==> src/rtl/ebc_readout_ctrl_pkg.sv <==
// rtl/ebc_readout_ctrl_pkg.sv - array geometry, readout state encoding and column priority helper
package ebc_readout_ctrl_pkg;

    localparam int ROWS    = 8;
    localparam int COLS    = 8;
    localparam int Y_WIDTH = $clog2(ROWS);
    localparam int X_WIDTH = $clog2(COLS);

    typedef enum logic [2:0] {
        ST_IDLE,
        ST_SETTLE,
        ST_SCAN,
        ST_ACK,
        ST_DONE
    } ebc_rd_state_t;

    // Lowest-index set bit; the caller guarantees v is non-zero.
    function automatic logic [X_WIDTH-1:0] lowest_col(input logic [COLS-1:0] v);
        logic [X_WIDTH-1:0] idx;
        idx = '0;
        for (int i = COLS - 1; i >= 0; i--) begin
            if (v[i]) idx = X_WIDTH'(i);
        end
        return idx;
    endfunction

endpackage

==> src/rtl/ebc_readout_ctrl_if.sv <==
// rtl/ebc_readout_ctrl_if.sv - pixel array request/ack lines and event address stream
interface ebc_readout_ctrl_if;
    import ebc_readout_ctrl_pkg::*;

    logic [ROWS-1:0]    row_req_i;
    logic [COLS-1:0]    col_req_i;
    logic [ROWS-1:0]    row_sel_o;
    logic [COLS-1:0]    col_ack_o;
    logic               ev_valid_o;
    logic               ev_ready_i;
    logic [X_WIDTH-1:0] ev_x_o;
    logic [Y_WIDTH-1:0] ev_y_o;

    modport master (
        input  row_req_i, col_req_i, ev_ready_i,
        output row_sel_o, col_ack_o, ev_valid_o, ev_x_o, ev_y_o
    );

    modport slave (
        output row_req_i, col_req_i, ev_ready_i,
        input  row_sel_o, col_ack_o, ev_valid_o, ev_x_o, ev_y_o
    );

endinterface

==> src/rtl/ebc_readout_ctrl_rr_pick.sv <==
// rtl/ebc_readout_ctrl_rr_pick.sv - first set request bit at or after a pointer, wrapping
module ebc_readout_ctrl_rr_pick #(
    parameter int WIDTH = 8,
    parameter int IW    = $clog2(WIDTH)
) (
    input  logic [WIDTH-1:0] req,
    input  logic [IW-1:0]    ptr,
    output logic             found,
    output logic [WIDTH-1:0] onehot,
    output logic [IW-1:0]    index
);

    always_comb begin
        logic [IW-1:0] pos;
        pos    = '0;
        found  = 1'b0;
        onehot = '0;
        index  = '0;
        for (int i = 0; i < WIDTH; i++) begin
            pos = IW'((int'(ptr) + i) % WIDTH);
            if (!found && req[pos]) begin
                found       = 1'b1;
                onehot[pos] = 1'b1;
                index       = pos;
            end
        end
    end

endmodule

==> src/rtl/ebc_readout_ctrl.sv <==
// rtl/ebc_readout_ctrl.sv - round-robin row readout sequencer emitting (x,y) address events
module ebc_readout_ctrl
    import ebc_readout_ctrl_pkg::*;
#(
    parameter int SETTLE_CYC = 2
) (
    input  logic              clk_i,
    input  logic              reset_ni,
    input  logic              enable_i,
    output logic              busy_o,
    ebc_readout_ctrl_if.master bus
);

    localparam int CW = (SETTLE_CYC > 1) ? $clog2(SETTLE_CYC) : 1;

    ebc_rd_state_t      state;
    logic [Y_WIDTH-1:0] row_ptr;
    logic [COLS-1:0]    served;
    logic [CW-1:0]      settle_cnt;
    logic               row_found;
    logic [ROWS-1:0]    row_onehot;
    logic [Y_WIDTH-1:0] row_idx;
    logic [COLS-1:0]    pend;

    ebc_readout_ctrl_rr_pick #(.WIDTH(ROWS)) u_row_pick (
        .req    (bus.row_req_i),
        .ptr    (row_ptr),
        .found  (row_found),
        .onehot (row_onehot),
        .index  (row_idx)
    );

    // Columns already acknowledged in this row visit are masked so a pixel
    // that re-asserts before the row is released is not read twice.
    assign pend = bus.col_req_i & ~served;

    always_ff @(posedge clk_i or negedge reset_ni) begin
        if (!reset_ni) begin
            state          <= ST_IDLE;
            row_ptr        <= '0;
            served         <= '0;
            settle_cnt     <= '0;
            busy_o         <= 1'b0;
            bus.row_sel_o  <= '0;
            bus.col_ack_o  <= '0;
            bus.ev_valid_o <= 1'b0;
            bus.ev_x_o     <= '0;
            bus.ev_y_o     <= '0;
        end else begin
            bus.col_ack_o <= '0;
            unique case (state)
                ST_IDLE: begin
                    if (enable_i && row_found) begin
                        bus.row_sel_o <= row_onehot;
                        bus.ev_y_o    <= row_idx;
                        served        <= '0;
                        settle_cnt    <= '0;
                        busy_o        <= 1'b1;
                        state         <= ST_SETTLE;
                    end
                end
                ST_SETTLE: begin
                    if (settle_cnt == CW'(SETTLE_CYC - 1)) begin
                        state <= ST_SCAN;
                    end else begin
                        settle_cnt <= settle_cnt + 1'b1;
                    end
                end
                ST_SCAN: begin
                    // Once raised, valid and the address hold until the handshake.
                    if (bus.ev_valid_o) begin
                        if (bus.ev_ready_i) begin
                            bus.ev_valid_o     <= 1'b0;
                            bus.col_ack_o      <= COLS'(1) << bus.ev_x_o;
                            served[bus.ev_x_o] <= 1'b1;
                            state              <= ST_ACK;
                        end
                    end else if (pend == '0) begin
                        state <= ST_DONE;
                    end else begin
                        bus.ev_valid_o <= 1'b1;
                        bus.ev_x_o     <= lowest_col(pend);
                    end
                end
                ST_ACK: begin
                    state <= ST_SCAN;
                end
                ST_DONE: begin
                    bus.row_sel_o <= '0;
                    row_ptr       <= (int'(bus.ev_y_o) == ROWS - 1) ? '0 : bus.ev_y_o + 1'b1;
                    busy_o        <= 1'b0;
                    state         <= ST_IDLE;
                end
                default: begin
                    state <= ST_IDLE;
                end
            endcase
        end
    end

endmodule

==> src/flat_wrapper.sv <==
// flat-port wrapper written by rule: the top's interface ports become plain ports
module ebc_readout_ctrl_flat import ebc_readout_ctrl_pkg::*;
#(
    parameter int SETTLE_CYC = 2
)
  (clk_i, reset_ni, enable_i, busy_o, bus_row_req_i, bus_col_req_i, bus_ev_ready_i, bus_row_sel_o, bus_col_ack_o, bus_ev_valid_o, bus_ev_x_o, bus_ev_y_o);
  ebc_readout_ctrl_if bus_i ();
  input  logic clk_i;
  input  logic reset_ni;
  input  logic enable_i;
  output logic busy_o;
  input wire logic [$bits(bus_i.row_req_i)-1:0] bus_row_req_i;
  input wire logic [$bits(bus_i.col_req_i)-1:0] bus_col_req_i;
  input wire logic [$bits(bus_i.ev_ready_i)-1:0] bus_ev_ready_i;
  output wire logic [$bits(bus_i.row_sel_o)-1:0] bus_row_sel_o;
  output wire logic [$bits(bus_i.col_ack_o)-1:0] bus_col_ack_o;
  output wire logic [$bits(bus_i.ev_valid_o)-1:0] bus_ev_valid_o;
  output wire logic [$bits(bus_i.ev_x_o)-1:0] bus_ev_x_o;
  output wire logic [$bits(bus_i.ev_y_o)-1:0] bus_ev_y_o;
  assign bus_i.row_req_i = bus_row_req_i;
  assign bus_i.col_req_i = bus_col_req_i;
  assign bus_i.ev_ready_i = bus_ev_ready_i;
  assign bus_row_sel_o = bus_i.row_sel_o;
  assign bus_col_ack_o = bus_i.col_ack_o;
  assign bus_ev_valid_o = bus_i.ev_valid_o;
  assign bus_ev_x_o = bus_i.ev_x_o;
  assign bus_ev_y_o = bus_i.ev_y_o;
  ebc_readout_ctrl #(.SETTLE_CYC(SETTLE_CYC)) u_core (.clk_i(clk_i), .reset_ni(reset_ni), .enable_i(enable_i), .busy_o(busy_o), .bus(bus_i));
endmodule
==> config.mk <==
export PLATFORM = sky130hd
export DESIGN_NAME = ebc_readout_ctrl_flat
export DESIGN_NICKNAME = d
export VERILOG_FILES = /design/src/rtl/ebc_readout_ctrl_pkg.sv /design/src/rtl/ebc_readout_ctrl_if.sv /design/src/rtl/ebc_readout_ctrl_rr_pick.sv /design/src/rtl/ebc_readout_ctrl.sv /design/src/flat_wrapper.sv
export SDC_FILE = /design/constraint.sdc
export NUM_CORES = 1
export LEC_CHECK = 0
export BUFFER_PORTS_ARGS = -buffer_cell sky130_fd_sc_hd__clkbuf_2
export CORE_MARGIN = 2
export CORE_UTILIZATION = 34
export DETAILED_ROUTE_END_ITERATION = 10
export PLACE_DENSITY = 0.56
export SYNTH_ARGS = -nofsm -noshare
export SYNTH_HDL_FRONTEND = slang
export SYNTH_SLANG_ARGS = --single-unit
==> constraint.sdc <==
create_clock -name clk_i -period 4.69 [get_ports clk_i]
set_clock_uncertainty 0.1 [all_clocks]
set_input_delay 0.7035 -clock clk_i [delete_from_list [all_inputs] [get_ports clk_i]]
set_output_delay 0.7035 -clock clk_i [all_outputs]
set_load 0.01 [all_outputs]
==> results.tsv <==
stage	metric	value	unit
synthesis	ys async rst share	100.0	%
finish	layout cells sized above 1	22.51	%
clock_tree	clock slew at reported path FFs	0.08	ns
synthesis	leading area contributor after synthesis	dfrtp_1	
clock_tree	post-cts sizing count	0	
synthesis	dominant register cell in the synthesized netlist	dfrtp_1	
floorplanning	Chip Height	100.0	µm
finish	Antenna Cells	0	
finish	FILL cells	931	
worst_setup_path	maximum fanout along the worst path	25	
global_route	grt total ovfl	0	
worst_setup_path	CP Launch Type	flip-flop	
timing	maximum clock rate	0.2883	GHz
synthesis	register area share after synthesis	31.14	%
power_and_ir_drop	Lkg Pwr	1.567	nW
worst_setup_path	reg2reg end	u_core.bus.row_sel_o[1]$_DFFE_PN0P_	
floorplanning	effective utilization at floorplan	34.41	%
timing	Final Critical Period	3.469	ns
clock_tree	CTS H-tree depth	2	
finish	Final Util	39.07	%
clock_tree	clk sink count	39	
clock_tree	maximum root-to-sink buffer count	2	
drt	DRT Pass-1 Iters	6	
place	Port Buffers	43	
synthesis	Synth Warn #	0	
power_and_ir_drop	register share of total power	20.4	%
floorplanning	Core Box Area	9109	µm²
synthesis	Post-synth EDFFs	0	
floorplanning	row cnt	35	
timing	Setup violations, final	0	
worst_setup_path	WS Path Type	reg2reg	
power_and_ir_drop	internal power	0.001393	W
timing	final hold violation count	0	
clock_tree	worst-skew pair later-pin latency	0.29	ns
drt	ANT nets after route	0	
timing	TNS Setup	0	ns
worst_setup_path	Critical-path top delay cell	mux4_2	
synthesis	syn_area_per_cell	9.191	µm²
synthesis	ranking of synthesized cells by area	dfrtp_1 (31%), mux4_2 (7.9%), mux2i_1 (4.5%), nand2_1 (3.8%), nor2_1 (3.6%)	
drt	1st-iter DRT viols	343	
drt	drt wl/cell	18.84	µm
timing	worst setup margin	1.221	ns
power_and_ir_drop	PwrDens	792.3	nW/µm²
hold_path	path type of the worst min-delay path	reg2reg	
worst_setup_path	cells on worst reg2reg path	9	
power_and_ir_drop	Clk pwr share	10.1	%
clock_tree	root buf cell	clkbuf_8	
drt	routed wire length	9.288	mm
floorplanning	Die ar.	10000	µm²
power_and_ir_drop	Gate power share	69.5	%
place	pre-CTS setup slack	1.261	ns
drt	vias	2965	
finish	fin cells	493	
place	post-DP HPWL	7.029	mm
worst_setup_path	crit end category	flip-flop	
synthesis	register bit total from synthesis	39	
synthesis	Mapped Area	3134	µm²
clock_tree	Post-CTS Hold Buffers	0	
clock_tree	Post-CTS Setup Repair Bufs	0	
global_route	largest net degree at the start of global routing	40	
worst_setup_path	worst setup path end	u_core.bus.row_sel_o[1]$_DFFE_PN0P_	
place	Cells after DPL	485	
worst_setup_path	biggest cell delay along the critical path	0.64	ns
synthesis	syn_nets	369	
global_route	antenna violations before repair	0	
synthesis	distinct cell type count after synthesis	63	
global_route	vias in the first global route	2850	
clock_tree	Num CTS Buffers	5	
power_and_ir_drop	switching share of total power	50.59	%
place	gp weighted congestion	1.005	
synthesis	area share of the largest cell type after synthesis	31.14	%
finish	Synth-to-Final Area Change	13.53	%
worst_setup_path	RR Startpoint	u_core.row_ptr[1]$_DFFE_PN0P_	
synthesis	post-synthesis instance total	341	
floorplanning	Die W	100.0	µm
floorplanning	Ports	44	
worst_setup_path	Arrival @ worst endpoint	3.53	ns
timing	Least-Margin Pin Slew	0.9806	ns
timing	Tcrit/Tclk final	73.96	%
clock_tree	CTS tree	built	
worst_setup_path	WP data required	4.75	ns
global_route	Total GRT Usage	19.28	%
job	max cap viols	0	
outcome	status	completed	
timing	Slew HR	34.63	%
worst_setup_path	Reg2Reg Setup Slack	1.22	ns
finish	Final nets	409	
worst_setup_path	crit path from	u_core.row_ptr[1]$_DFFE_PN0P_	
drt	number of remaining DRC errors	0	
power_and_ir_drop	Peak VDD IR	0.0001923	V
timing	RSZ-0062 raised after global routing	false	
timing	max-slew violations	0	
power_and_ir_drop	Switch Pwr	0.001426	W
drt	post-DR vias/cell	6.014	
global_route	first-pass GRT wire length	15.26	mm
worst_setup_path	CP Cell Sequence	inv_1 -> ha_1 -> buf_4 -> mux4_2 -> nor3_2 -> nand3b_1 -> nand3_2 -> a31o_2 -> o21ai_1	
[cells in the final DEF (no fill, tap or decap), types with 8 or more instances in the layout]
cell type	count
nor2_1	30
inv_1	9
a21oi_1	21
nand2b_1	10
o21ai_0	11
a21o_1	9
nand3_1	15
mux4_2	11
ha_1	8
nor2b_1	8
buf_4	8
dfrtp_1	39
clkbuf_2	43
nand2_1	32
mux2i_1	14
[layout make-up]
type | instances | area (µm²) | area share [%]
clock buffer | 5 | 68.82 | 1.934
clock inverter | 3 | 43.79 | 1.231
inverter | 9 | 33.78 | 0.9494
multi-input combinational | 275 | 2022 | 56.82
sequential | 39 | 975.9 | 27.43
tap | 111 | 138.9 | 3.903
timing repair buffer | 51 | 275.3 | 7.736
[layer usage]
metal | GRT usage (%) | vias to the layer above | part of all wire [%]
li1 | - | 1377 | -
met1 | 26.32 | 1436 | 44
met2 | 31.50 | 132 | 48
met3 | 2.577 | 20 | 6.1
met4 | 6.744 | 0 | 2.0
met5 | 0 | - | 0
[metrics by stage]
stage | power [W] | hold WS [ns] | cell area (µm²)
6_report | 0.002819 | 0.3773 | 3558
5_1_grt | 0.003023 | 0.3918 | 3558
4_1_cts | 0.002796 | 0.3843 | 3558
3_5_place_dp | 0.002501 | 0.3660 | 3446
3_3_place_gp | 0.002520 | 0.3491 | 3446
2_1_floorplan | 0.001998 | 0.3079 | 3134
[worst min-delay path by stage]
stage / from / endpoint / slack, ns / depth (start not counted)
3_5_place_dp: u_core.served[4]$_DFFE_PN0P_ / u_core.served[4]$_DFFE_PN0P_ / 0.37 / 1
5_1_grt: u_core.served[2]$_DFFE_PN0P_ / u_core.served[2]$_DFFE_PN0P_ / 0.39 / 1
3_3_place_gp: u_core.served[3]$_DFFE_PN0P_ / u_core.served[3]$_DFFE_PN0P_ / 0.35 / 1
4_1_cts: u_core.served[2]$_DFFE_PN0P_ / u_core.served[2]$_DFFE_PN0P_ / 0.38 / 1
2_1_floorplan: reset_ni / u_core.bus.col_ack_o[0]$_DFF_PN0_ / 0.31 / 0
6_report: u_core.served[5]$_DFFE_PN0P_ / u_core.served[5]$_DFFE_PN0P_ / 0.38 / 1
[registers in the layout, summed over array words and instances (netlist names)]
register               cells
u_core.bus.row_sel_o       8
u_core.bus.ev_x_o          3
u_core.row_ptr             3
u_core.bus.col_ack_o       8
u_core.bus.ev_valid_o      1
u_core.state               3
u_core.served              8
u_core.settle_cnt          1
u_core.bus.ev_y_o          3
u_core.busy_o              1
[worst max-delay path: cells and delay by family (launching register included)]
kind / cells / cell delay (ns)
and+or+nand+nor: 3 / 0.95
muxes: 1 / 0.64
adders and majority gates: 1 / 0.63
buffers and inverters: 2 / 0.41
DFF: 1 / 0.36
AOI/OAI and AO/OA: 2 / 0.25
[power groups by stage]
stage / clock network [W] / logic, W / registers (W)
finish: 0.000284 / 0.00196 / 0.000576
CTS: 0.000292 / 0.00193 / 0.000575
global placement: 0 / 0.00194 / 0.000577
global route: 0.000305 / 0.00212 / 0.000593
floorplan: 0 / 0.00142 / 0.000581
detailed placement: 0 / 0.00192 / 0.000582
[cells in the mapped netlist, types with 2 or more instances]
cell type and n:
a2111oi_0 5, a211o_1 2, a211oi_1 3, a21o_1 9, a21oi_1 21, a221oi_1 3, a2bb2oi_1 2, a31oi_1 5
a32oi_1 2, and3_1 6, buf_2 4, buf_4 2, buf_6 3, clkbuf_1 9, dfrtp_1 39, ha_1 8
inv_1 9, mux2_1 6, mux2_2 6, mux2i_1 14, mux4_2 11, nand2_1 32, nand2b_1 10, nand3_1 15
nand3b_1 2, nand4_1 4, nor2_1 30, nor2b_1 8, nor3_1 6, nor4_1 2, o21a_1 4, o21ai_0 11
o21ai_1 6, o21bai_1 2, o221ai_1 3, o22ai_1 7, o31ai_1 2, o32a_1 2, o32ai_1 2
[cells by family (layout without fill, tap and decap cells)]
kind of cell    count (synthesis)  in the layout  synth area share (%)
simple gates                  124            124                 20.08
compound gates                101            101                 22.08
mux                            39             39                 17.84
flops                          39             39                 31.14
buf+inv                        27             68                 4.351
fa+ha+maj                       8              8                 3.194
xor+xnor                        3              3                 1.318
Power figures use the tool's default switching activity.
